--- src/rtl/fsm_cmd_pkg.sv ---
// Shared types and helpers for the state-command driver and anything that models it.
// Latency: n/a (types, constants and a pure function only).
// Backpressure: n/a.
package fsm_cmd_pkg;

    // Default command/status width; states are 0 .. 2**W_DEF-1.
    localparam int W_DEF = 3;

    // Widest transition mask the legality helper accepts (covers W up to 4).
    localparam int MASK_MAX = 256;

    // Driver control states.
    typedef enum logic [1:0] {
        IDLE      = 2'd0,
        ISSUE     = 2'd1,
        WAIT_ECHO = 2'd2,
        ERROR     = 2'd3
    } drv_state_e;

    // Transition from_s -> to_s is legal when mask bit [from_s*2**w + to_s] is set.
    // The mask is passed zero-extended to MASK_MAX bits so one helper serves any W.
    function automatic logic legal(input logic [MASK_MAX-1:0] mask,
                                   input int unsigned         w,
                                   input int unsigned         from_s,
                                   input int unsigned         to_s);
        logic [MASK_MAX-1:0] sh;
        sh = mask >> (from_s * (32'd1 << w) + to_s);
        return sh[0];
    endfunction

endpackage

--- src/rtl/fsm_echo_timer.sv ---
// Echo window / timeout timer: counts cycles since a command went live.
// Latency: echo_ok / timeout_stb are combinational from the registered count.
// Backpressure: none; clr restarts the count, en advances it (saturating).
module fsm_echo_timer #(
    parameter int ECHO_LAT = 3,
    parameter int TIMEOUT  = 8
) (
    input  logic clk,
    input  logic rst,
    input  logic clr,
    input  logic en,
    input  logic echo_match,
    output logic echo_ok,
    output logic timeout_stb
);

    localparam int LIMIT = ECHO_LAT + TIMEOUT;
    localparam int CW    = $clog2(LIMIT + 1);

    // First count value at which a matching echo counts as confirmation.
    localparam logic [CW-1:0] WIN_OPEN = CW'(ECHO_LAT - 1);
    // Last count value on which a confirmation is still accepted.
    localparam logic [CW-1:0] LAST     = CW'(LIMIT - 1);
    // Saturation value: the counter never wraps.
    localparam logic [CW-1:0] SAT      = CW'(LIMIT);

    logic [CW-1:0] cnt_q;
    logic [CW-1:0] cnt_d;

    // Next count: restart on clr, otherwise step while enabled until saturated.
    always_comb begin
        cnt_d = cnt_q;
        if (clr) begin
            cnt_d = '0;
        end else if (en && (cnt_q != SAT)) begin
            cnt_d = cnt_q + CW'(1);
        end
    end

    // Count register.
    always_ff @(posedge clk) begin
        if (rst) begin
            cnt_q <= '0;
        end else begin
            cnt_q <= cnt_d;
        end
    end

    // Early echoes are ignored; a match on the last window cycle still beats the timeout.
    always_comb begin
        echo_ok     = en && echo_match && (cnt_q >= WIN_OPEN);
        timeout_stb = en && !echo_ok && (cnt_q >= LAST);
    end

endmodule

--- src/rtl/fsm_cmd_driver.sv ---
// Issues state commands to a downstream fsm and confirms each one through its status echo.
// Latency: accept -> cmd_valid 2 cycles; best case accept -> done_pulse ECHO_LAT+2 cycles.
// Backpressure: req_ready low while a request is in flight and forever after a timeout.
module fsm_cmd_driver
    import fsm_cmd_pkg::*;
#(
    parameter int                   W           = W_DEF,
    parameter int                   ECHO_LAT    = 3,
    parameter int                   TIMEOUT     = 8,
    parameter logic [2**(2*W)-1:0]  ALLOW_MASK  = '1,
    parameter logic [W-1:0]         RESET_STATE = '0
) (
    input  logic         clk,
    input  logic         rst,
    input  logic         req_valid,
    input  logic [W-1:0] req_state,
    output logic         req_ready,
    output logic [W-1:0] cmd_out,
    output logic         cmd_valid,
    input  logic [W-1:0] status_in,
    output logic [W-1:0] cur_state,
    output logic         busy,
    output logic         done_pulse,
    output logic         err_illegal,
    output logic         err_timeout
);

    localparam logic [MASK_MAX-1:0] MASK_EXT = MASK_MAX'(ALLOW_MASK);

    drv_state_e   state_q, state_d;
    logic [W-1:0] tgt_q, tgt_d;
    logic [W-1:0] cur_state_q, cur_state_d;
    logic [W-1:0] cmd_out_q, cmd_out_d;
    logic         cmd_valid_q, cmd_valid_d;
    logic         req_ready_q, req_ready_d;
    logic         done_q, done_d;
    logic         err_illegal_q, err_illegal_d;
    logic         err_timeout_q, err_timeout_d;

    logic         accept;
    logic         req_legal;
    logic         req_same;
    logic         tmr_clr;
    logic         tmr_en;
    logic         echo_match;
    logic         echo_ok;
    logic         timeout_stb;

    // Request handshake and its classification against the last confirmed state.
    always_comb begin
        accept     = req_valid && req_ready_q;
        req_legal  = legal(MASK_EXT, W, 32'(cur_state_q), 32'(req_state));
        req_same   = (req_state == cur_state_q);
        tmr_clr    = (state_q == ISSUE);
        tmr_en     = (state_q == WAIT_ECHO);
        echo_match = (status_in == tgt_q);
    end

    fsm_echo_timer #(
        .ECHO_LAT (ECHO_LAT),
        .TIMEOUT  (TIMEOUT)
    ) u_timer (
        .clk         (clk),
        .rst         (rst),
        .clr         (tmr_clr),
        .en          (tmr_en),
        .echo_match  (echo_match),
        .echo_ok     (echo_ok),
        .timeout_stb (timeout_stb)
    );

    // Next-state: only a legal request for a different state issues a command.
    always_comb begin
        state_d = state_q;
        case (state_q)
            IDLE: begin
                if (accept && req_legal && !req_same) begin
                    state_d = ISSUE;
                end
            end
            ISSUE: begin
                state_d = WAIT_ECHO;
            end
            WAIT_ECHO: begin
                if (echo_ok) begin
                    state_d = IDLE;
                end else if (timeout_stb) begin
                    state_d = ERROR;
                end
            end
            ERROR: begin
                state_d = ERROR;
            end
            default: begin
                state_d = ERROR;
            end
        endcase
    end

    // Output/next-register values; pulses default low, everything else holds.
    always_comb begin
        tgt_d         = tgt_q;
        cur_state_d   = cur_state_q;
        cmd_out_d     = cmd_out_q;
        cmd_valid_d   = cmd_valid_q;
        done_d        = 1'b0;
        err_illegal_d = 1'b0;
        err_timeout_d = err_timeout_q;
        // Ready only after a full IDLE cycle, so it rises the cycle after a done pulse.
        req_ready_d   = (state_q == IDLE) && (state_d == IDLE);

        case (state_q)
            IDLE: begin
                if (accept) begin
                    tgt_d = req_state;
                    if (!req_legal) begin
                        err_illegal_d = 1'b1;
                    end else if (req_same) begin
                        done_d = 1'b1;
                    end
                end
            end
            ISSUE: begin
                cmd_out_d   = tgt_q;
                cmd_valid_d = 1'b1;
            end
            WAIT_ECHO: begin
                if (echo_ok) begin
                    cur_state_d = tgt_q;
                    done_d      = 1'b1;
                    cmd_valid_d = 1'b0;
                end else if (timeout_stb) begin
                    err_timeout_d = 1'b1;
                    cmd_valid_d   = 1'b0;
                end
            end
            default: begin
                cmd_valid_d = 1'b0;
            end
        endcase
    end

    // State and all registered outputs; reset drops any in-flight request silently.
    always_ff @(posedge clk) begin
        if (rst) begin
            state_q       <= IDLE;
            tgt_q         <= RESET_STATE;
            cur_state_q   <= RESET_STATE;
            cmd_out_q     <= RESET_STATE;
            cmd_valid_q   <= 1'b0;
            req_ready_q   <= 1'b0;
            done_q        <= 1'b0;
            err_illegal_q <= 1'b0;
            err_timeout_q <= 1'b0;
        end else begin
            state_q       <= state_d;
            tgt_q         <= tgt_d;
            cur_state_q   <= cur_state_d;
            cmd_out_q     <= cmd_out_d;
            cmd_valid_q   <= cmd_valid_d;
            req_ready_q   <= req_ready_d;
            done_q        <= done_d;
            err_illegal_q <= err_illegal_d;
            err_timeout_q <= err_timeout_d;
        end
    end

    // Port drive; busy covers the whole issue/confirm window.
    always_comb begin
        req_ready   = req_ready_q;
        cmd_out     = cmd_out_q;
        cmd_valid   = cmd_valid_q;
        cur_state   = cur_state_q;
        busy        = (state_q == ISSUE) || (state_q == WAIT_ECHO);
        done_pulse  = done_q;
        err_illegal = err_illegal_q;
        err_timeout = err_timeout_q;
    end

endmodule

--- config.mk ---
export PLATFORM = sky130hd
export DESIGN_NAME = fsm_cmd_driver
export DESIGN_NICKNAME = d
export VERILOG_FILES = /design/src/rtl/fsm_cmd_pkg.sv /design/src/rtl/fsm_echo_timer.sv /design/src/rtl/fsm_cmd_driver.sv
export SDC_FILE = /design/constraint.sdc
export NUM_CORES = 1
export LEC_CHECK = 0
export BUFFER_PORTS_ARGS = -buffer_cell sky130_fd_sc_hd__buf_2
export CAP_MARGIN = 20
export CORE_MARGIN = 2
export CORE_UTILIZATION = 45
export CTS_BUF_LIST = sky130_fd_sc_hd__clkbuf_16
export DETAILED_ROUTE_END_ITERATION = 8
export PLACE_DENSITY_LB_ADDON = 0.08
export SYNTH_ARGS = -nofsm -noshare
export SYNTH_HDL_FRONTEND = slang
export SYNTH_SLANG_ARGS = --single-unit
export TNS_END_PERCENT = 5
--- constraint.sdc ---
create_clock -name clk -period 1.7 [get_ports clk]
set_input_delay 0.085 -clock clk [delete_from_list [all_inputs] [get_ports clk]]
set_output_delay 0.085 -clock clk [all_outputs]
set_load 0.02 [all_outputs]
==> results of run 1 <==
==> registers in the layout, summed over array words and instances, names as in the netlist <==
register / count
cur_state: 3
tgt_q: 3
cmd_out: 3
req_ready: 1
done_pulse: 1
state_q: 2
u_timer.cnt_q: 4
cmd_valid: 1
err_timeout: 1
==> final timing paths <==
kind / slack [ns] / startpoint / cells past startpoint / endpoint
setup / recovery: 0.14 / u_timer.cnt_q[1]$_SDFFE_PP0P_ / 4 / state_q[1]$_SDFF_PP0_
hold / removal: 0.12 / req_state[1] / 3 / tgt_q[1]$_SDFFE_PP0P_
hold reg to reg: 0.48 / err_timeout$_SDFFE_PP0P_ / 2 / err_timeout$_SDFFE_PP0P_
setup reg to reg: 0.14 / u_timer.cnt_q[1]$_SDFFE_PP0P_ / 4 / state_q[1]$_SDFF_PP0_
==> cell usage in the layout (no fill, tap or decap) <==
master,Yosys,routed
buf_4,2,2
or3_1,1,1
mux2i_1,7,7
xor2_1,5,5
a211oi_2,1,1
nand3_1,4,3
a21oi_1,4,4
nand3_2,0,1
or2_2,1,1
inv_1,5,5
o31a_2,1,1
a2111oi_2,1,1
o311ai_0,1,1
buf_2,1,19
a211oi_1,2,2
nand4_1,2,2
nor2_1,10,10
and3_1,1,1
a31oi_1,2,2
nand2_1,4,4
and4_2,1,1
nor4_1,3,3
o31ai_1,1,1
conb_1,1,1
xnor2_1,4,4
ha_1,6,6
nand4_2,1,1
clkbuf_16,0,3
clkinv_2,0,1
nand2b_1,2,2
dfxtp_1,19,19
nor3_1,4,4
o211ai_1,1,1
o21ai_0,4,4
==> critical path, cell delays in order, from the launching register on <==
cell and delay [ns]:
dfxtp_1 0.36, or3_1 0.42, nand4_2 0.17, a211oi_2 0.11, a2111oi_2 0.39
==> area by class of cell <==
class                           instances  area share
Multi-Input combinational cell         75       0.464
Sequential cell                        19       0.327
Timing Repair Buffer                   21      0.0947
Clock buffer                            3      0.0646
Tap cell                               27      0.0291
Inverter                                5      0.0161
Clock inverter                          1     0.00431
==> power by group <==
part           leakage [nW]  total, mW  internal, mW  switching, mW
sequential            0.154      0.529         0.485         0.0441
clock                0.0409      0.477         0.315          0.162
combinational         0.313      0.377         0.152          0.225
total                 0.508       1.38         0.953          0.431
==> kinds of logic after synthesis <==
kind of cell               after synthesis  synth area share
buffers and inverters                   11            0.0531
xor gates and xnor gates                 9            0.0816
and+or+nand+nor                         34             0.184
DFF                                     19             0.394
adders and majority gates                6            0.0777
muxes                                    7            0.0725
AOI/OAI and AO/OA                       18             0.133
other                                    1           0.00388
==> metrics by stage <==
stage / setup slack [ns] / hold WS (ns) / power [mW] / std cells
floorplan: 0.304 / 0.229 / 0.817 / 105
detailed placement: 0.168 / 0.363 / 0.911 / 147
global placement: 0.256 / 0.361 / 0.911 / 147
CTS: 0.149 / 0.118 / 1.39 / 151
global route: 0.00515 / 0.157 / 1.46 / 151
finish: 0.137 / 0.118 / 1.38 / 151
==> routing by layer <==
metal  share of wire  vias up  track usage  routed length [µm]
met4           0.018        0       0.0811                  35
met3           0.035        4       0.0268                  69
li1                -      408            -                   -
met1            0.48      362        0.244                 950
met5               0        -            0                   0
met2            0.47       15        0.303                 927
==> timing repair <==
item / in CTS / in global routing
setup endpoints to repair: 0 / 1
gates resized for setup: 0 / 1
setup buffers: 0 / 0
hold buffers: 0 / 0
==> key figures, run 1 <==
Placed design
  • DP HPWL: 1.49 mm
  • GPL Wtd Cong: 0.742
  • Placed Area: 1080 µm²
  • Buffers on Ports: 19

Die
  • Die X: 50.3 µm
  • Die Span Y: 50.3 µm
  • Core region area: 2000 µm²
  • Die area: 2530 µm²
  • Row cnt: 16
  • Starting Density: 0.482
  • Boundary Pins: 21

Routing
  • Drt first pass iters: 3
  • DR vias/cell: 5.23
  • DRC Markers: 0
  • Initial DRC Count: 12
  • Vias: 789
  • Antenna Nets Post-Route: 0
  • Drt wl/cell: 13.1 µm
  • Aggregate routed wire length: 1.98 mm

Layout
  • Register area: 380 µm²
  • Layout Nets: 140
  • Layout Utilization: 0.581
  • Share of cells above drive strength 1: 0.258
  • Fill cells: 194
  • Area of the multi-input gates: 539 µm²
  • Synth-to-layout area growth: 20.3%
  • Post-route cell area: 1160 µm²
  • Antenna diodes: 0

Global route
  • Vias in the first global route: 816
  • First-pass GRT wire length: 3.64 mm
  • Overflow after GRT: 0
  • Initial antenna violation count: 0
  • Largest net degree at the start of global routing: 21
  • Tot GR Track Use: 0.186

Timing
  • Final period util: 0.920
  • Final setup vio count: 0
  • Slew Limit Fails: 0
  • Fin. Hold Viols: 0
  • Fmax: 640 MHz
  • Worst-Margin Slew: 0.488 ns
  • Relative slew slack: 0.671
  • Post-route minimum period: 1.56 ns
  • Final Skew: 0.000929 ns
  • Post-Route Setup TNS: 0 ns
  • Unrepaired setup endpoints after global routing: false

CTS
  • TritonCTS clock tree: yes
  • Root Buffer: clkbuf_16
  • CTS Sinks: 19
  • CTS buffer count: 3
  • H-tree levels: 1
  • Clk Latency, worst-skew pair: 0.25 ns
  • CTS Buffer Depth: 2
  • Worst-path clk slew: 0.05 ns

Logic synthesis
  • Area share of the largest cell type after synthesis: 0.394
  • Yosys warns: 0
  • Register area share after synthesis: 0.394
  • Dominant cells by area after synthesis: dfxtp_1 (39%), ha_1 (7.8%), mux2i_1 (7.3%)
  • Synth area leader: dfxtp_1
  • Synth unique cells: 33
  • Synth Cell Area: 966 µm²
  • Syn_area_per_cell: 9.20 µm²
  • Top cells by instance count after synthesis: dfxtp_1 (19), nor2_1 (10), mux2i_1 (7)
  • Mapped Cells: 105
  • Ys async rst share: 0
  • Syn nets: 120
  • FF+latch count, synth: 19
  • Most common cell in the netlist: dfxtp_1
  • Synth Flop Type: dfxtp_1
  • Post-synth EDFFs: 0

Flow run
  • Max Cap Viol: 0

Pwr
  • LEAKAGE: 0.508 nW
  • Worst vdd ir: 823 µV
  • Pwr dens: 1190 nW/µm²

Worst setup path
  • Critical path endpoint category: flop
  • Critical Path RT: 1.84 ns
  • Critical Path AT: 1.70 ns
  • Crit path launch type: flop
  • CP Class: flop to flop
  • Crit-path max FO: 7

Worst hold path
  • Hold Crit Class: input pin to flop

Outcome
  • Status: completed
Note: power is estimated with default switching activity, not from simulation.
==> run 2, diff against run 1 <==
- CORE_MARGIN: 2 -> 5
==> run 2 against run 1 <==
Compared with the run above:
- via count rose by 2.5%
- global-route usage is 4.6 points lower
- maximum frequency up 1.4%
- die area rose by 25%
- sequential power hardly changed
- clock power barely moved
- clock-buffer cell count is the same
- combinational power hardly changed
- core utilization shrank 0.25 points
- register-to-register slack improved by 0.02 ns
- critical endpoint unchanged
- largest cell class unchanged
==> key figures, run 2 (synthesis results as in run 1) <==
Die
  • Die X: 56.3 µm (+12%)
  • Die area: 3170 µm² (+25%)
  • Starting Density: 0.482 (unchanged)
  • Core region area: 2000 µm² (unchanged)
  • Die Span Y: 56.3 µm (+12%)
  • Row cnt: 16 (unchanged)
  • Boundary Pins: 21 (unchanged)

Timing
  • Post-Route Setup TNS: 0 ns (unchanged)
  • Unrepaired setup endpoints after global routing: false
  • Fin. Hold Viols: 0 (unchanged)
  • Post-route minimum period: 1.54 ns (-0.0221 ns)
  • Fmax: 649 MHz (+1.4%)
  • Final period util: 0.907 (-0.0130)
  • Final setup vio count: 0 (unchanged)
  • Final Skew: 0.00261 ns (+0.00168 ns)
  • Slew Limit Fails: 0 (unchanged)

CTS
  • CTS buffer count: 3 (unchanged)
  • Post-CTS Repair Setup Buffers: 0 (unchanged)
  • Post-CTS Resized: 0 (unchanged)
  • Clk Latency, worst-skew pair: 0.25 ns (about the same)
  • Worst-path clk slew: 0.05 ns (about the same)
  • Root Buffer: clkbuf_16
  • CTS Sinks: 19 (unchanged)
  • # hold bufs at CTS: 0 (unchanged)
  • CTS Buffer Depth: 2 (unchanged)
  • H-tree levels: 1 (unchanged)
  • TritonCTS clock tree: yes

Global route
  • Vias in the first global route: 804 (-1.5%)
  • Largest net degree at the start of global routing: 21 (unchanged)
  • First-pass GRT wire length: 3.55 mm (-2.7%)
  • Initial antenna violation count: 0 (unchanged)
  • Overflow after GRT: 0 (unchanged)
  • Tot GR Track Use: 0.141 (-0.0455)

Worst setup path
  • CP max stage delay: 0.42 ns (about the same)
  • Worst path bufs/invs: 1 (+1)
  • Reg2Reg Launch Point: state_q[0]$_SDFF_PP0_
  • Critical path endpoint category: flop
  • Cell with the largest stage delay on the worst path: dfxtp_1
  • Critical Path AT: 1.69 ns (about the same)
  • CP Class: flop to flop
  • CP cell instances: inv_1, ha_1, nand3_1, nor2_1, a2111oi_2
  • Worst Setup SP: state_q[0]$_SDFF_PP0_
  • Critical path's top delay family: flip-flops
  • Crit-path max FO: 8 (+1)
  • Critical Path RT: 1.85 ns (about the same)
  • Crit path launch type: flop

Layout
  • Synth-to-layout area growth: 19.8%
  • Most flops, register: u_timer.cnt_q
  • Share of cells above drive strength 1: 0.250 (-0.00806)
  • Layout Nets: 140 (unchanged)
  • Antenna diodes: 0 (unchanged)
  • Most frequent cells in the layout: dfxtp_1 (19), buf_2 (19), nor2_1 (10)
  • Largest register FFs: 4 (unchanged)
  • Post-route cell area: 1160 µm² (-0.43%)

Routing
  • Initial DRC Count: 12 (unchanged)
  • Drt first pass iters: 4 (+1)
  • Met2 WL: 918 µm (-0.97%)
  • Antenna Nets Post-Route: 0 (unchanged)
  • Drt wl/cell: 13.5 µm (+3.0%)
  • DR vias/cell: 5.36 (+2.5%)
  • Vias: 809 (+2.5%)
  • Uppermost routed layer: met4
  • Wire length on met3: 133 µm (+93%)
  • Aggregate routed wire length: 2.04 mm (+3.0%)
  • M1 wire length: 933 µm (-1.8%)
  • DRC Markers: 0 (unchanged)

Placed design
  • Buffers on Ports: 19 (unchanged)
  • GPL Wtd Cong: 0.721 (-2.8%)
  • Placed Area: 1080 µm² (unchanged)
  • DP HPWL: 1.49 mm (-0.29%)

Pwr
  • Clock share of power: 0.347 (+0.002)
  • LEAKAGE: 0.507 nW (-0.22%)
  • Comb pwr share: 0.271 (-0.002)
  • Switching Fraction: 0.312 (about the same)
  • Sequential power share: 0.382 (about the same)
  • Worst vdd ir: 753 µV (-8.4%)
  • Net Sw Power: 0.431 mW (about the same)
  • Pwr dens: 1190 nW/µm² (+0.35%)
  • P_int: 0.952 mW (about the same)

Worst hold path
  • Hold Crit Class: input pin to flop
  • Hold path startpoint: req_state[2]

Outcome
  • Status: completed

Flow run
  • Max Cap Viol: 0 (unchanged)
-- run 2: routing by layer --
layer / track usage / up-vias
li1: - / 404
met3: 0.0367 / 7
met2: 0.207 / 30
met5: 0 / -
met4: 0.0949 / 0
met1: 0.178 / 368
-- run 2: path summary, 6_finish.rpt --
path | endpoint | slack [ns] | depth (start not counted)
setup / recovery | state_q[1]$_SDFF_PP0_ | 0.16 | 5
hold / removal | tgt_q[2]$_SDFFE_PP0P_ | 0.12 | 3
hold reg to reg | cmd_valid$_SDFFE_PP0P_ | 0.47 | 2
setup reg to reg | state_q[1]$_SDFF_PP0_ | 0.16 | 5
-- run 2: layout make-up --
type / instances / area, µm²
multi-input cells: 75 / 534
fillers: 192 / 845
clock buffers: 3 / 75.1
repair buffers: 21 / 110
well taps: 27 / 33.8
inverters: 5 / 18.8
flip-flops and latches: 19 / 380
clock inverters: 1 / 5.00
-- run 2: worst min-delay path, stage by stage --
cell,delay (ns)
buf_2,0.10
mux2i_1,0.06
nor2_1,0.08
-- run 2: through the flow --
step / hold WS, ns / power, mW / utilization / cells / setup slack (ns)
floorplan: 0.229 / 0.817 / - / 105 / 0.304
global placement: 0.358 / 0.912 / 0.538 / 147 / 0.260
detailed placement: 0.352 / 0.908 / 0.538 / 147 / 0.176
CTS: 0.117 / 1.39 / 0.578 / 151 / 0.154
global route: 0.136 / 1.46 / 0.578 / 151 / 0.0473
finish: 0.119 / 1.38 / 0.578 / 151 / 0.159
-- run 2: power groups by stage --
stage / Sequential (mW) / Combinational (mW) / Clock, mW
after floorplan: 0.547 / 0.270 / 0
after global placement: 0.537 / 0.374 / 0
after detailed placement: 0.538 / 0.370 / 0
after CTS: 0.528 / 0.375 / 0.491
after global routing: 0.533 / 0.414 / 0.511
final: 0.528 / 0.374 / 0.480
==> run 3, diff against run 2 <==
- CORE_MARGIN: 5 -> default
- SYNTH_HIERARCHICAL: default -> 1
==> run 3 against run 2 <==
Compared with the run above:
- total power increased by 24%
- design area rose by 9.0%
- synthesized cell count rose by 0.95%
- critical endpoint is now state_q[0]$_SDFF_PP0_
- die area is 27% lower
- via count grew 2.3%
- largest cell class unchanged
==> key figures, run 3 <==
Outcome
  • Status: completed

Die
  • Die X: 48.2 µm (-14%)
  • Die Span Y: 48.2 µm (-14%)
  • Row cnt: 16 (unchanged)
  • Core region area: 1980 µm² (-1.0%)
  • Die area: 2320 µm² (-27%)
  • Boundary Pins: 21 (unchanged)
  • Starting Density: 0.484 (+0.00172)

Placed design
  • Dpl cells: 155 (+5.4%)
  • Buffers on Ports: 19 (unchanged)
  • GPL Wtd Cong: 0.789 (+9.4%)
  • Worst slack, placed: -0.00838 ns (-0.185 ns)
  • DP HPWL: 1.46 mm (-2.1%)

Logic synthesis
  • Mapped Cells: 106 (+0.95%)
  • Most common cell in the netlist: dfxtp_1
  • Ys async rst share: 0 (unchanged)
  • Dominant cells by area after synthesis: dfxtp_1 (40%), ha_1 (7.8%), mux2i_1 (7.3%)
  • Area share of the largest cell type after synthesis: 0.396 (+0.00257)
  • Synth Flop Type: dfxtp_1
  • Synth area leader: dfxtp_1
  • Top cells by instance count after synthesis: dfxtp_1 (19), nor2_1 (11), nand2_1 (8)
  • Post-synth EDFFs: 0 (unchanged)
  • Yosys warns: 6 (+6)
  • Syn_area_per_cell: 9.05 µm² (-1.6%)
  • Syn nets: 121 (+0.83%)
  • Synth Cell Area: 960 µm² (-0.65%)
  • FF+latch count, synth: 19 (unchanged)
  • Synth unique cells: 33 (unchanged)
  • Register area share after synthesis: 0.396 (+0.00257)

CTS
  • TritonCTS clock tree: yes
  • CTS Sinks: 19 (unchanged)
  • CTS buffer count: 3 (unchanged)
  • Root Buffer: clkbuf_16
  • CTS Buffer Depth: 2 (unchanged)
  • # hold bufs at CTS: 0 (unchanged)
  • Worst-path clk slew: 0.06 ns (about the same)
  • H-tree levels: 1 (unchanged)
  • Post-CTS Repair Setup Buffers: 0 (unchanged)
  • Clk Latency, worst-skew pair: 0.25 ns (about the same)

Routing
  • Drt wl/cell: 12.9 µm (-4.2%)
  • Wire length on met3: 75 µm (-44%)
  • Drt first pass iters: 4 (unchanged)
  • Uppermost routed layer: met4
  • M1 wire length: 1.06 mm (+13%)
  • Initial DRC Count: 12 (unchanged)
  • Vias: 828 (+2.3%)
  • Aggregate routed wire length: 2.06 mm (+0.83%)
  • DR vias/cell: 5.21 (-2.8%)
  • DRC Markers: 0 (unchanged)
  • Antenna Nets Post-Route: 0 (unchanged)
  • Met2 WL: 915 µm (-0.33%)

Worst setup path
  • Critical path endpoint category: flop
  • R2r setup slk: 0.12 ns (-0.04 ns)
  • Critical path's top delay family: simple AND/OR/NAND/NOR gates
  • Reg2Reg Launch Point: tgt_q[2]$_SDFFE_PP0P_
  • CP Class: flop to flop
  • Cell with the largest stage delay on the worst path: dfxtp_1
  • Critical Path AT: 1.72 ns (+0.03 ns)
  • Reg-to-reg critical path endpoint: state_q[0]$_SDFF_PP0_
  • CP cell instances: xor2_2, nor3_4, nor3_2, or2_2, a211o_1, o311a_1
  • R2R depth: 6 (+1)
  • CP max stage delay: 0.33 ns (-0.09 ns)
  • Stages on worst setup path: 6 (+1)
  • Crit-path max FO: 4 (-4)
  • Worst path bufs/invs: 0 (-1)
  • Worst Setup SP: tgt_q[2]$_SDFFE_PP0P_
  • Crit path launch type: flop
  • Crit path to: state_q[0]$_SDFF_PP0_
  • Critical Path RT: 1.84 ns (about the same)

Global route
  • Largest net degree at the start of global routing: 20 (-4.8%)
  • Overflow after GRT: 0 (unchanged)
  • First-pass GRT wire length: 3.24 mm (-8.5%)
  • Tot GR Track Use: 0.203 (+0.0627)
  • Initial antenna violation count: 0 (unchanged)
  • Vias in the first global route: 747 (-7.1%)

Timing
  • Post-route minimum period: 1.58 ns (+0.0374 ns)
  • Final Skew: 0.00187 ns (-0.000745 ns)
  • Fmax: 633 MHz (-2.4%)
  • Hold Slack: 0.107 ns (-0.0114 ns)
  • Final setup vio count: 0 (unchanged)
  • Unrepaired setup endpoints after global routing: false
  • Post-Route Setup TNS: 0 ns (unchanged)
  • Slew Limit Fails: 0 (unchanged)
  • Fin. Hold Viols: 0 (unchanged)
  • Final period util: 0.929 (+0.0220)
  • Fin worst setup slack: 0.121 ns (-0.0374 ns)

Layout
  • Most flops, register: u_timer/cnt_q
  • Cell Count, Final, Fillers Out: 159 (+5.3%)
  • Synth-to-layout area growth: 31.4%
  • Most frequent cells in the layout: buf_2 (19), dfxtp_1 (17), nor2_1 (11)
  • Most common cell after layout, fill and taps aside: buf_2
  • Largest register FFs: 4 (unchanged)
  • Share of cells above drive strength 1: 0.341 (+0.0909)
  • Antenna diodes: 0 (unchanged)
  • Layout Nets: 148 (+5.7%)

Flow run
  • Max Cap Viol: 0 (unchanged)

Pwr
  • Pwr dens: 1360 nW/µm² (+14%)
  • LEAKAGE: 0.572 nW (+13%)
  • Worst vdd ir: 857 µV (+14%)

Worst hold path
  • Hold Crit Class: input pin to flop
## run 3: how the worst min path moves through the flow
| stage | startpoint | endpoint | slack (ns) | cells past startpoint |
|---|---|---|---|---|
| floorplan | rst | cmd_valid$_SDFFE_PP0P_ | 0.15 | 1 |
| global placement | req_state[0] | tgt_q[0]$_SDFFE_PP0P_ | 0.36 | 3 |
| detailed placement | req_state[0] | tgt_q[0]$_SDFFE_PP0P_ | 0.37 | 3 |
| CTS | req_state[0] | tgt_q[0]$_SDFFE_PP0P_ | 0.11 | 3 |
| global route | req_state[0] | tgt_q[0]$_SDFFE_PP0P_ | 0.14 | 3 |
| finish | req_state[0] | tgt_q[0]$_SDFFE_PP0P_ | 0.11 | 3 |
## run 3: report_power, final
group | total (mW) | switching, mW | internal, mW
Combinational | 0.650 | 0.366 | 0.284
Clock | 0.492 | 0.177 | 0.316
Sequential | 0.568 | 0.0587 | 0.509
## run 3: logic make-up after synthesis
| family | Yosys count | synth area share |
|---|---|---|
| simple gates | 40 | 0.218 |
| buf+inv | 9 | 0.0404 |
| xor+xnor | 7 | 0.0639 |
| other cells | 1 | 0.00391 |
| compound gates | 17 | 0.126 |
| mux | 7 | 0.0730 |
| fa+ha+maj | 6 | 0.0782 |
| flops | 19 | 0.396 |
## run 3: cell type report
class                      instances  area [µm²]
clock buffer                       3        75.1
clock inverter                     1        5.00
fill                             171         721
inverter                           5        18.8
multi-input combinational         78         598
sequential                        19         383
tap                               27        33.8
timing repair buffer              26         148
## run 3: metrics by stage
step | power [mW] | util | area, µm²
6_report | 1.71 | 0.636 | 1260
5_1_grt | 1.81 | 0.636 | 1260
4_1_cts | 1.68 | 0.610 | 1210
3_5_place_dp | 1.18 | 0.567 | 1120
3_3_place_gp | 1.17 | 0.567 | 1120
2_1_floorplan | 0.995 | - | 962
## run 3: metal layers
layer,up-vias,GRT usage
met3,2,0.0444
met1,386,0.282
li1,417,-
met2,23,0.312
met4,0,0.0667
met5,-,0
## run 3: worst register-to-register path: cells and delay by family (launching register included)
kind                      cells  cell delay (ns)
and+or+nand+nor               3             0.57
AOI/OAI and AO/OA             2             0.37
DFF                           1             0.33
xor gates and xnor gates      1             0.19
## run 3: repair_timing
action                     4_1_cts  5_1_grt
gates cloned                     0        0
pin swaps                        0        6
gates resized for setup          1       10
setup endpoints to repair        1        7
